### src/rtl/task_dispatcher_fsm.sv
// Sequential task dispatcher: walks a frame's object list, starts the enabled
// units per object, tracks their completions, then waits on depth and swaps.
module task_dispatcher_fsm #(
  parameter int unsigned UNITS = 16,
  parameter int unsigned OBJ_W = 16
) (
  input  logic             clk,
  input  logic             rst_n,
  input  logic             frame_start,
  input  logic [OBJ_W-1:0] object_count,
  input  logic [UNITS-1:0] unit_enable,
  input  logic             abort,
  output logic             next_object,
  input  logic             obj_valid,
  output logic [UNITS-1:0] unit_start,
  input  logic [UNITS-1:0] task_complete,
  input  logic             depth_comparator_write_complete,
  output logic             tasks_complete,
  output logic             busy,
  output logic [OBJ_W-1:0] object_index
);

  typedef enum logic [2:0] {
    IDLE,
    FETCH,
    DISPATCH,
    WAIT_UNITS,
    DRAIN,
    SWAP
  } state_t;

  state_t           state;
  state_t           state_nxt;
  logic [OBJ_W-1:0] count_q;
  logic [UNITS-1:0] enable_q;
  logic [UNITS-1:0] done_q;
  logic [UNITS-1:0] done_seen;
  logic             units_done;
  logic             last_obj;

  // A completion arriving on the exit-check cycle counts immediately.
  assign done_seen  = done_q | (task_complete & enable_q);
  assign units_done = (done_seen == enable_q);
  assign last_obj   = (object_index == count_q - OBJ_W'(1));

  always_ff @(posedge clk) begin
    if (!rst_n) state <= IDLE;
    else        state <= state_nxt;
  end

  always_comb begin
    state_nxt = state;
    case (state)
      IDLE:       if (frame_start) state_nxt = (object_count == '0) ? DRAIN : FETCH;
      FETCH:      if (obj_valid) state_nxt = DISPATCH;
      DISPATCH:   state_nxt = WAIT_UNITS;
      WAIT_UNITS: if (units_done) state_nxt = last_obj ? DRAIN : FETCH;
      DRAIN:      if (depth_comparator_write_complete) state_nxt = SWAP;
      SWAP:       state_nxt = IDLE;
      default:    state_nxt = IDLE;
    endcase
    if (abort && (state != IDLE)) state_nxt = IDLE;
  end

  always_ff @(posedge clk) begin
    if (!rst_n) begin
      count_q      <= '0;
      enable_q     <= '0;
      done_q       <= '0;
      object_index <= '0;
    end else begin
      case (state)
        IDLE: begin
          if (frame_start) begin
            count_q      <= object_count;
            enable_q     <= unit_enable;
            object_index <= '0;
          end
        end
        DISPATCH: done_q <= '0;
        WAIT_UNITS: begin
          done_q <= done_seen;
          if (units_done && !last_obj && !abort) object_index <= object_index + OBJ_W'(1);
        end
        default: ;
      endcase
    end
  end

  assign next_object    = (state == FETCH);
  assign unit_start     = (state == DISPATCH) ? enable_q : '0;
  assign tasks_complete = (state == SWAP);
  assign busy           = (state != IDLE);

endmodule
### config.mk
export PLATFORM = sky130hd
export DESIGN_NAME = task_dispatcher_fsm
export DESIGN_NICKNAME = d
export VERILOG_FILES = /design/src/rtl/task_dispatcher_fsm.sv
export SDC_FILE = /design/constraint.sdc
export NUM_CORES = 1
export LEC_CHECK = 0
export ABC_AREA = 1
export BUFFER_PORTS_ARGS = -buffer_cell sky130_fd_sc_hd__buf_2
export CAP_MARGIN = 20
export CELL_PAD_IN_SITES_DETAIL_PLACEMENT = 1
export CELL_PAD_IN_SITES_GLOBAL_PLACEMENT = 1
export CORE_UTILIZATION = 38
export DETAILED_ROUTE_END_ITERATION = 10
export GPL_ROUTABILITY_DRIVEN = 0
export PLACE_DENSITY = 0.92
export SYNTH_ARGS = -nofsm -noshare
export SYNTH_HDL_FRONTEND = slang
export SYNTH_SLANG_ARGS = --single-unit
### constraint.sdc
create_clock -name clk -period 2.4 [get_ports clk]
set_clock_uncertainty 0.05 [all_clocks]
set_input_delay 0.72 -clock clk [delete_from_list [all_inputs] [get_ports clk]]
set_output_delay 0.72 -clock clk [all_outputs]
set_load 0.02 [all_outputs]
==> results.yml, run 1 <==
placement:
  place_hpwl_mm: 10.5
  io_buffers: 88
  dpl.cell_count: 840
  placement.cell_area_mm2: 0.00469
worst_setup_path:
  critPathArrivalTime_ns: 1.52
  cp-start-kind: "register"
  cp-end-kind: "output port"
  r2r_cells: 16
  r2r_setup_slack_ns: 0.14
  worstPathMaxFanout: 14
  required_ns: 1.63
  crit_type: "register to output port"
yosys:
  avgSynthCellArea_um2: 6.52
  ys_warn_count: 0
  synthCells: 622
  yosys.area.top_type: "dfxtp_1"
  synth_edf_count: 0
  synth_top_area_share_pct: 33.1
  yosys.cell_types.count: 35
  syn_area_mm2: 0.00405
  ys_seq_elements: 67
  seq_area_frac_synth_pct: 33.1
  synth_area_leaders: "dfxtp_1 33%, nand2_1 12%, nor2_1 8.2%, inv_1 6.5%, a21oi_1 6.2%"
  ys_async_sr_fraction_pct: 0
  synth_nets: 678
  synth_top_flop_cell: "dfxtp_1"
sta:
  slew_headroom_pct: 62.4
  finalCriticalPeriod_ns: 2.29
  finalSetupViolCount: 0
  slew_viol_final: 0
  whs_ns: 0.434
  fmax_mhz: 436
  finalCritPeriodShare_pct: 95.5
  tightest_slew_ns: 0.563
  finalHoldViolations: 0
clocking:
  cts_sinks: 67
  cts_buffers: 9
  cts_buffer_depth: 2
  clock-root-buffer: "clkbuf_8"
  insertion_delay_ns: 0.36
  htreeDepth: 3
  cts_tree: "done"
  clk_pin_slew_ns: 0.09
grt:
  grt_pass1_vias: 4816
  grt_pass1_wl_mm: 23.0
  antenna_found_initial: 1
  track_usage_pct: 26.1
  grt_max_degree: 29
  overflow: 0
detailed_routing:
  vias: 4483
  totalWireLength_mm: 13.8
  drc_errors: 0
  ant_nets: 0
  routed_via_density: 5.22
  dr.pass1.iters: 4
  wire_per_inst_um: 16.1
  drt-initial-drc-count: 151
finish:
  syn_to_final_growth_pct: 22.5
  finish.net_count: 773
  drive_gt1_share_pct: 24.5
  final_core_utilization_pct: 48.1
  diodes: 0
  fin_area_mm2: 0.00496
  fin_cells: 858
floorplanning:
  std_cell_rows: 37
  design.core.area_mm2: 0.0103
  dieArea_mm2: 0.0111
  initial_core_util_pct: 39.3
  die_h_um: 105
  die_w_um: 105
  ios: 89
run_status:
  status: "finished clean"
power:
  power_density_mw_per_mm2: 860
  peakVddDrop_v: 0.000355
  leakage_nw: 2.12
hold_path:
  min_path_cells: 2
  hp-class: "register to register"
flow_run:
  cap_violations: 0
## area by class of cell
class	count	area, um2
Fill cell	1401	5360
Multi-Input combinational cell	457	2340
Sequential cell	67	1340
Timing Repair Buffer	107	596
Inverter	75	284
Tap cell	136	170
Clock buffer	10	138
Clock inverter	6	93.8
## worst paths after layout
path / to / start
setup reg to reg: object_index[14] / count_q[1]
hold / removal: done_q[0] / done_q[0]
hold reg to reg: done_q[0] / done_q[0]
setup / recovery: unit_start[0] / state[2]
## cells in the mapped netlist (4+ instances only)
master and instances:
o21ai_0 49, a21oi_2 11, nor3_1 8, a31oi_1 4
nand2_1 133, nor2_2 7, xor2_1 16, xnor2_1 7
dfxtp_1 67, inv_2 5, buf_2 4, nor2_4 4
nand2_2 4, nand3_1 43, nor2_1 88, nand3b_1 6
inv_1 70, a21oi_1 50, nand3_2 9, clkbuf_1 13
## critical path, stage by stage, from the launching register on
cell and delay [ns]:
dfxtp_1 0.40, nor2_2 0.20, nand2_1 0.09, buf_4 0.19, nor2_1 0.11, buf_2 0.18
## registers in the layout (all words and copies together) (netlist names)
signal / cells
done_q: 16
count_q: 16
enable_q: 16
object_index: 16
state: 3
## report_power, final
group | switching, mW | total, mW | internal, mW | leakage (nW)
clock | 0.501 | 1.13 | 0.625 | 0.114
combinational | 1.19 | 1.74 | 0.549 | 1.46
sequential | 0.142 | 1.41 | 1.27 | 0.548
total | 1.83 | 4.27 | 2.44 | 2.12
## cells by family (layout without fill, tap and decap cells)
kind of cell	after synthesis	count (layout)	share of synthesized area, %
xor gates and xnor gates	23	23	4.97
and+or+nand+nor	314	314	35.4
adders and majority gates	2	2	0.617
AOI/OAI and AO/OA	118	118	16.1
buffers and inverters	98	198	9.82
DFF	67	67	33.1
## routing by layer
metal	global-route usage [%]	part of all wire, %	up-vias
li1	-	-	2188
met1	27.0	40	2160
met2	49.8	53	104
met3	6.62	4.2	29
met4	10.4	2.7	2
met5	0	0.094	-
## timing repair
action,4_1_cts,5_1_grt
setup buffers,0,2
cloned,0,0
hold buffers,0,0
pin swaps,0,0
gates resized for setup,1,9
endpoints found under the setup margin,2,33
endpoints found under the hold margin,0,0
## through the flow
| step | total power, mW | worst slack [ns] | setup TNS [ns] |
|---|---|---|---|
| 2_1_floorplan | 2.58 | 0.198 | 0 |
| 5_1_grt | 4.55 | -0.00893 | -0.00893 |
| 3_5_place_dp | 3.10 | -0.0285 | -0.152 |
| 6_report | 4.27 | 0.108 | 0 |
| 4_1_cts | 4.24 | 0.00230 | 0 |
| 3_3_place_gp | 2.98 | 0.0616 | 0 |
## cells in the final DEF, fill, tap and decap left out, types with 8 or more instances in the layout
| master | n |
|---|---|
| nand3_2 | 10 |
| dfxtp_1 | 65 |
| buf_2 | 88 |
| nand3_1 | 42 |
| nor2_2 | 9 |
| o21ai_0 | 49 |
| buf_4 | 18 |
| nor2_1 | 85 |
| nand2_1 | 132 |
| a21oi_2 | 12 |
| xor2_1 | 16 |
| nor3_1 | 8 |
| clkbuf_8 | 10 |
| a21oi_1 | 49 |
| inv_1 | 70 |
No activity file was read; power rests on OpenSTA's default activity.
==> inputs of run 2 (changes only) <==
--- a/config.mk
+++ b/config.mk
@@ -6,14 +6,14 @@
 export NUM_CORES = 1
 export LEC_CHECK = 0
 export ABC_AREA = 1
-export BUFFER_PORTS_ARGS = -buffer_cell sky130_fd_sc_hd__buf_2
 export CAP_MARGIN = 20
 export CELL_PAD_IN_SITES_DETAIL_PLACEMENT = 1
 export CELL_PAD_IN_SITES_GLOBAL_PLACEMENT = 1
-export CORE_UTILIZATION = 38
+export CORE_UTILIZATION = 44
 export DETAILED_ROUTE_END_ITERATION = 10
+export DONT_BUFFER_PORTS = 1
 export GPL_ROUTABILITY_DRIVEN = 0
-export PLACE_DENSITY = 0.92
+export PLACE_DENSITY = 0.91
 export SYNTH_ARGS = -nofsm -noshare
 export SYNTH_HDL_FRONTEND = slang
 export SYNTH_SLANG_ARGS = --single-unit
==> run 2 against run 1 <==
Net effect: the flow now finishes with violations (design-rule violations); power is 3.1% lower; sequential power hardly changed; design area decreased by 6.5%; critical path depth stayed put; register-to-register slack got worse by 0.06 ns; highest routed layer is now met4; die area is 13% lower; first-iteration DRC count up 81%; core utilization rose by 4.6 points; worst setup slack worse by 0.049 ns; non-clock buffer count is 61 lower; global-route usage is 5.5 points higher; via count shrank 0.29%.
==> results.yml, run 2 (synthesis results as in run 1) <==
run_status:
  status: "complete, but fails checks"
  violations: "design-rule violations"
hold_path:
  hp-class: "register to register"
  min_from: "done_q[12]"
worst_setup_path:
  r2r_cells: 15
  cp-endpoint: "unit_start[8]"
  setup.worst_path.start: "state[2]"
  cp-end-kind: "output port"
  cp-start-kind: "register"
  crit_chain: "nor2_2 > nand2_1 > buf_4 > nor2_1 > buf_4"
  r2r_setup_slack_ns: 0.08
  critPathMostFrequentCell: "buf_4"
  slowest_stage: "dfxtp_1"
  crit_type: "register to output port"
  r2r-start: "count_q[0]"
  worstPathMaxFanout: 12
  required_ns: 1.63
  critPathMaxStageDelay_ns: 0.38
  r2r-end: "object_index[10]"
  critPathArrivalTime_ns: 1.57
grt:
  overflow: 0
  track_usage_pct: 31.6
  grt_pass1_wl_mm: 23.6
  grt_max_degree: 30
  antenna_found_initial: 0
  grt_pass1_vias: 4718
clocking:
  cts_buffers: 9
  cts_tree: "done"
  cts_buffer_depth: 2
  clk_pin_slew_ns: 0.09
  clock-root-buffer: "clkbuf_8"
  htreeDepth: 3
  cts_sinks: 67
  insertion_delay_ns: 0.36
detailed_routing:
  dr.pass1.iters: 8
  ant_nets: 0
  drc_errors: 1
  wire_per_inst_um: 19.6
  vias: 4470
  routed_via_density: 5.81
  totalWireLength_mm: 15.1
  drt-initial-drc-count: 274
finish:
  syn_to_final_growth_pct: 14.5
  final_common_cell: "nand2_1"
  fin_area_mm2: 0.00464
  mostFrequentLayoutCells: "132 x nand2_1, 88 x nor2_1, 70 x inv_1"
  finish.net_count: 712
  num-fill-cells: 1198
  drive_gt1_share_pct: 16.9
  diodes: 0
placement:
  placement.cell_area_mm2: 0.00440
  place_hpwl_mm: 11.0
  io_buffers: 0
sta:
  tightest_slew_ns: 0.538
  slew_headroom_pct: 63.8
  finalHoldViolations: 0
  slew_viol_final: 0
  finalCriticalPeriod_ns: 2.34
  setup_tns_ns: 0
  finalSetupViolCount: 0
  fmax_mhz: 427
  finalCritPeriodShare_pct: 97.5
floorplanning:
  initial_core_util_pct: 46.0
  die_h_um: 98.0
  design.core.area_mm2: 0.00881
  ios: 89
  dieArea_mm2: 0.00960
  std_cell_rows: 34
  die_w_um: 98.0
power:
  peakVddDrop_v: 0.000458
  leakage_nw: 1.84
  power_density_mw_per_mm2: 891
flow_run:
  cap_violations: 0
## run 2: worst min path at each step
stage	end	cells after the start
after floorplan	done_q[10]	2
after global placement	done_q[2]	2
after detailed placement	done_q[10]	2
after CTS	done_q[12]	2
after global routing	enable_q[2]	2
final	done_q[12]	2
## run 2: area by class of cell
class,instances,area [um2],area share [%]
flip-flops and latches,67,1340,28.9
clock inverters,7,76.3,1.64
repair buffers,46,358,7.71
clock buffers,9,124,2.67
inverters,75,282,6.06
well taps,108,135,2.91
multi-input cells,457,2320,50.1
## run 2: timing repair
| action | in CTS | in global routing |
|---|---|---|
| endpoints found under the setup margin | 15 | 20 |
| gates resized for setup | 1 | 6 |
| buffers inserted | 0 | 3 |
| hold buffers | 0 | 0 |
| pin swaps | 0 | 1 |
| cloned | 0 | 0 |
## run 2: metal layers
metal  global-route usage [%]  share of wire [%]  vias up
met3                     8.88                7.0       56
met5                        0                  0        -
li1                         -                  -     2064
met4                     17.2                4.4        0
met1                     33.9                 38     2174
met2                     55.9                 51      176
## run 2: report_power, final
group	switching, mW	internal (mW)
Clock	0.517	0.485
Sequential	0.141	1.27
Combinational	1.21	0.522
## run 2: per-stage QoR
| step | hold slack [ns] | setup WS [ns] | utilization (%) | instances | power, mW |
|---|---|---|---|---|---|
| 6_report | 0.437 | 0.0590 | 52.7 | 769 | 4.14 |
| 3_3_place_gp | 0.398 | 0.174 | 49.9 | 750 | 2.92 |
| 4_1_cts | 0.435 | 0.0188 | 52.2 | 766 | 4.07 |
| 5_1_grt | 0.433 | -0.0676 | 52.7 | 769 | 4.36 |
| 2_1_floorplan | 0.387 | 0.198 | - | 622 | 2.58 |
| 3_5_place_dp | 0.419 | 0.0269 | 49.9 | 750 | 3.06 |
## run 2: worst max-delay path, delay by kind of cell, from the launching register on
family	cells	cell delay (ns)
simple gates	3	0.43
buf+inv	2	0.40
flops	1	0.38
==> inputs of run 3 (changes only) <==
--- a/config.mk
+++ b/config.mk
@@ -5,15 +5,14 @@
 export SDC_FILE = /design/constraint.sdc
 export NUM_CORES = 1
 export LEC_CHECK = 0
-export ABC_AREA = 1
 export CAP_MARGIN = 20
 export CELL_PAD_IN_SITES_DETAIL_PLACEMENT = 1
 export CELL_PAD_IN_SITES_GLOBAL_PLACEMENT = 1
-export CORE_UTILIZATION = 44
+export CORE_UTILIZATION = 45
 export DETAILED_ROUTE_END_ITERATION = 10
 export DONT_BUFFER_PORTS = 1
 export GPL_ROUTABILITY_DRIVEN = 0
-export PLACE_DENSITY = 0.91
+export PLACE_DENSITY_LB_ADDON = 0.15
 export SYNTH_ARGS = -nofsm -noshare
 export SYNTH_HDL_FRONTEND = slang
 export SYNTH_SLANG_ARGS = --single-unit
==> run 3 against run 2 <==
Net effect: the run ends with negative setup slack left; worst hold slack got worse by 0.053 ns; count of clock-buffer cells in the layout rose by 1; via count fell by 1.2%; first-iteration DRC count rose by 59%; area after synthesis fell by 10%; global-route usage rose by 5.1 points; worst setup slack got worse by 0.66 ns; design area rose by 5.3%; synthesized cell count fell by 23%; non-clock buffer count rose by 57; sequential share of layout area fell by 1.4 points; largest power group is now sequential cells.
==> results.yml, run 3 <==
clocking:
  cts_sinks: 67
  cts_buffers: 9
  htreeDepth: 3
  cts_buffer_depth: 2
  clk_pin_slew_ns: 0.09
  cts_tree: "done"
  insertion_delay_ns: 0.37
  clock-root-buffer: "clkbuf_8"
finish:
  mostFrequentLayoutCells: "99 x buf_4, 79 x nand2_1, 63 x dfxtp_1"
  diodes: 0
  drive_gt1_share_pct: 27.9
  num-fill-cells: 955
  final_common_cell: "buf_4"
  fin_area_mm2: 0.00489
  fin_cells: 675
  finish.net_count: 624
  syn_to_final_growth_pct: 34.0
yosys:
  synth_top_area_share_pct: 36.8
  ys_async_sr_fraction_pct: 0
  seq_area_frac_synth_pct: 36.8
  synth_edf_count: 0
  synth_nets: 538
  synth_common_cells: "81 x nand2_1, 67 x dfxtp_1, 54 x nor2_1"
  syn_area_mm2: 0.00365
  synth_top_flop_cell: "dfxtp_1"
  synthCells: 482
  synth_area_leaders: "dfxtp_1 37%, nand2_1 8.3%, a21oi_1 6.6%, nor2_1 5.6%, xnor2_1 5.0%"
  synth_most_common_cell: "nand2_1"
  ys_seq_elements: 67
  yosys.cell_types.count: 51
  ys_warn_count: 0
  yosys.area.top_type: "dfxtp_1"
  avgSynthCellArea_um2: 7.57
hold_path:
  hp-class: "input pin to register"
  min_path_cells: 1
  min_from: "abort"
  hold_path_end: "state[1]"
worst_setup_path:
  r2r-end: "object_index[4]"
  crit_chain: "inv_2 > ha_4 > or4b_4 > or3_4 > xnor2_4 > nor4_4 > buf_4 > buf_4 > a2111oi_4 > xnor2_1 > nor2_1"
  r2r-start: "count_q[1]"
  critPathMaxStageDelay_ns: 0.49
  worstPathMaxFanout: 4
  r2r_setup_slack_ns: -0.60
  r2r_cells: 11
  critPathMostFrequentCell: "buf_4"
  critPathArrivalTime_ns: 3.19
  cp-end-kind: "register"
  crit_type: "register to register"
  cp-start-kind: "register"
  required_ns: 2.59
  slowest_stage: "or4b_4"
sta:
  setup_tns_ns: -7.96
  fin_ws_ns: -0.598
  tightest_slew_ns: 0.579
  finalCriticalPeriod_ns: 3.00
  slew_headroom_pct: 61.2
  rsz0062_at_grt: "true"
  finalHoldViolations: 0
  finalCritPeriodShare_pct: 125
  fmax_mhz: 334
  finalSetupViolCount: 18
  slew_viol_final: 0
detailed_routing:
  dr.pass1.iters: 6
  totalWireLength_mm: 17.7
  drc_errors: 0
  vias: 4418
  routed_via_density: 6.55
  wire_per_inst_um: 26.3
  drt-initial-drc-count: 436
  ant_nets: 0
run_status:
  status: "complete, but fails checks"
  violations: "negative setup slack"
floorplanning:
  design.core.area_mm2: 0.00777
  die_h_um: 92.0
  dieArea_mm2: 0.00847
  ios: 89
  die_w_um: 92.0
  std_cell_rows: 32
  initial_core_util_pct: 47.0
power:
  power_density_mw_per_mm2: 648
  peakVddDrop_v: 0.000381
  leakage_nw: 2.05
  power_mw: 3.17
grt:
  grt_pass1_wl_mm: 23.6
  grt_pass1_vias: 4325
  grt_max_degree: 38
  track_usage_pct: 36.7
  busiest_layer: "met2"
  use_met1_pct: 44.9
  overflow: 0
  met2_usage_pct: 58.1
  grtUsageMet3_pct: 10.0
  antenna_found_initial: 0
placement:
  place_hpwl_mm: 9.76
  placement.cell_area_mm2: 0.00439
  dpl.cell_count: 648
  post-place-ws_ns: -0.341
  io_buffers: 0
flow_run:
  cap_violations: 0
==> run 3: cell count changes after synthesis, sizes merged, moves of 15 or more <==
| cell | delta |
|---|---|
| a31oi | +19 |
| and3 | +17 |
| inv | -59 |
| nand2 | -58 |
| nand3 | -46 |
| nor2 | -45 |
| o21ai | -47 |
| xnor2 | +15 |
==> run 3: worst max path at each step <==
stage	slack, ns	to	cells after the start	from
6_report	-0.60	object_index[4]	11	count_q[1]
5_1_grt	-0.63	object_index[9]	10	enable_q[10]
4_1_cts	-0.33	object_index[5]	11	count_q[1]
3_5_place_dp	-0.34	state[0]	9	count_q[1]
3_3_place_gp	-0.29	state[0]	9	count_q[1]
2_1_floorplan	-0.40	object_index[15]	11	count_q[0]
==> run 3: per-stage QoR <==
stage                     utilization [%]  hold WS [ns]
after floorplan                         -         0.398
final                                62.9         0.384
after global placement               56.5         0.409
after detailed placement             56.5         0.427
after global routing                 62.9         0.377
after CTS                            61.3         0.375
==> run 3: repair_timing <==
item	CTS	global route
cloned	1	0
resized for setup	23	20
buffers inserted	4	7
pin swaps	14	12
setup endpoints to repair	19	30
hold buffers	0	0
==> run 3: report_power, final <==
group / switching (mW) / total [mW] / internal (mW)
sequential: 0.0432 / 1.20 / 1.16
combinational: 0.487 / 0.831 / 0.343
clock: 0.520 / 1.13 / 0.614
==> run 3: logic make-up (layout without fill, tap and decap cells) <==
family | count (synthesis) | after routing | share of synthesized area, %
flip-flops | 67 | 67 | 36.8
XOR/XNOR | 29 | 29 | 7.17
adder cells (fa/ha/maj) | 2 | 2 | 0.686
AO/OA/AOI/OAI | 110 | 110 | 19.5
buffers and inverters | 44 | 135 | 4.73
multiplexers | 3 | 3 | 0.823
AND/OR/NAND/NOR | 227 | 227 | 30.3
==> run 3: routing by layer <==
metal	share of wire (%)	vias to the layer above
li1	-	1874
met1	40	2140
met2	45	300
met3	8.8	104
met4	6.1	0
met5	0	-
==> run 3: worst max-delay path: cells and delay by family, from the launching register on <==
family	cells	cell delay, ns
simple gates	4	1.27
buf+inv	3	0.39
xor+xnor	2	0.37
flops	1	0.34
compound gates	1	0.34
fa+ha+maj	1	0.13
==> run 3: area by class of cell <==
class | instances | area (um2) | area share (%)
Timing Repair Buffer | 103 | 797 | 16.3
Inverter | 16 | 60.1 | 1.23
Clock buffer | 10 | 138 | 2.82
Clock inverter | 6 | 88.8 | 1.82
Multi-Input combinational cell | 371 | 2330 | 47.7
Sequential cell | 67 | 1350 | 27.5
Tap cell | 102 | 128 | 2.61
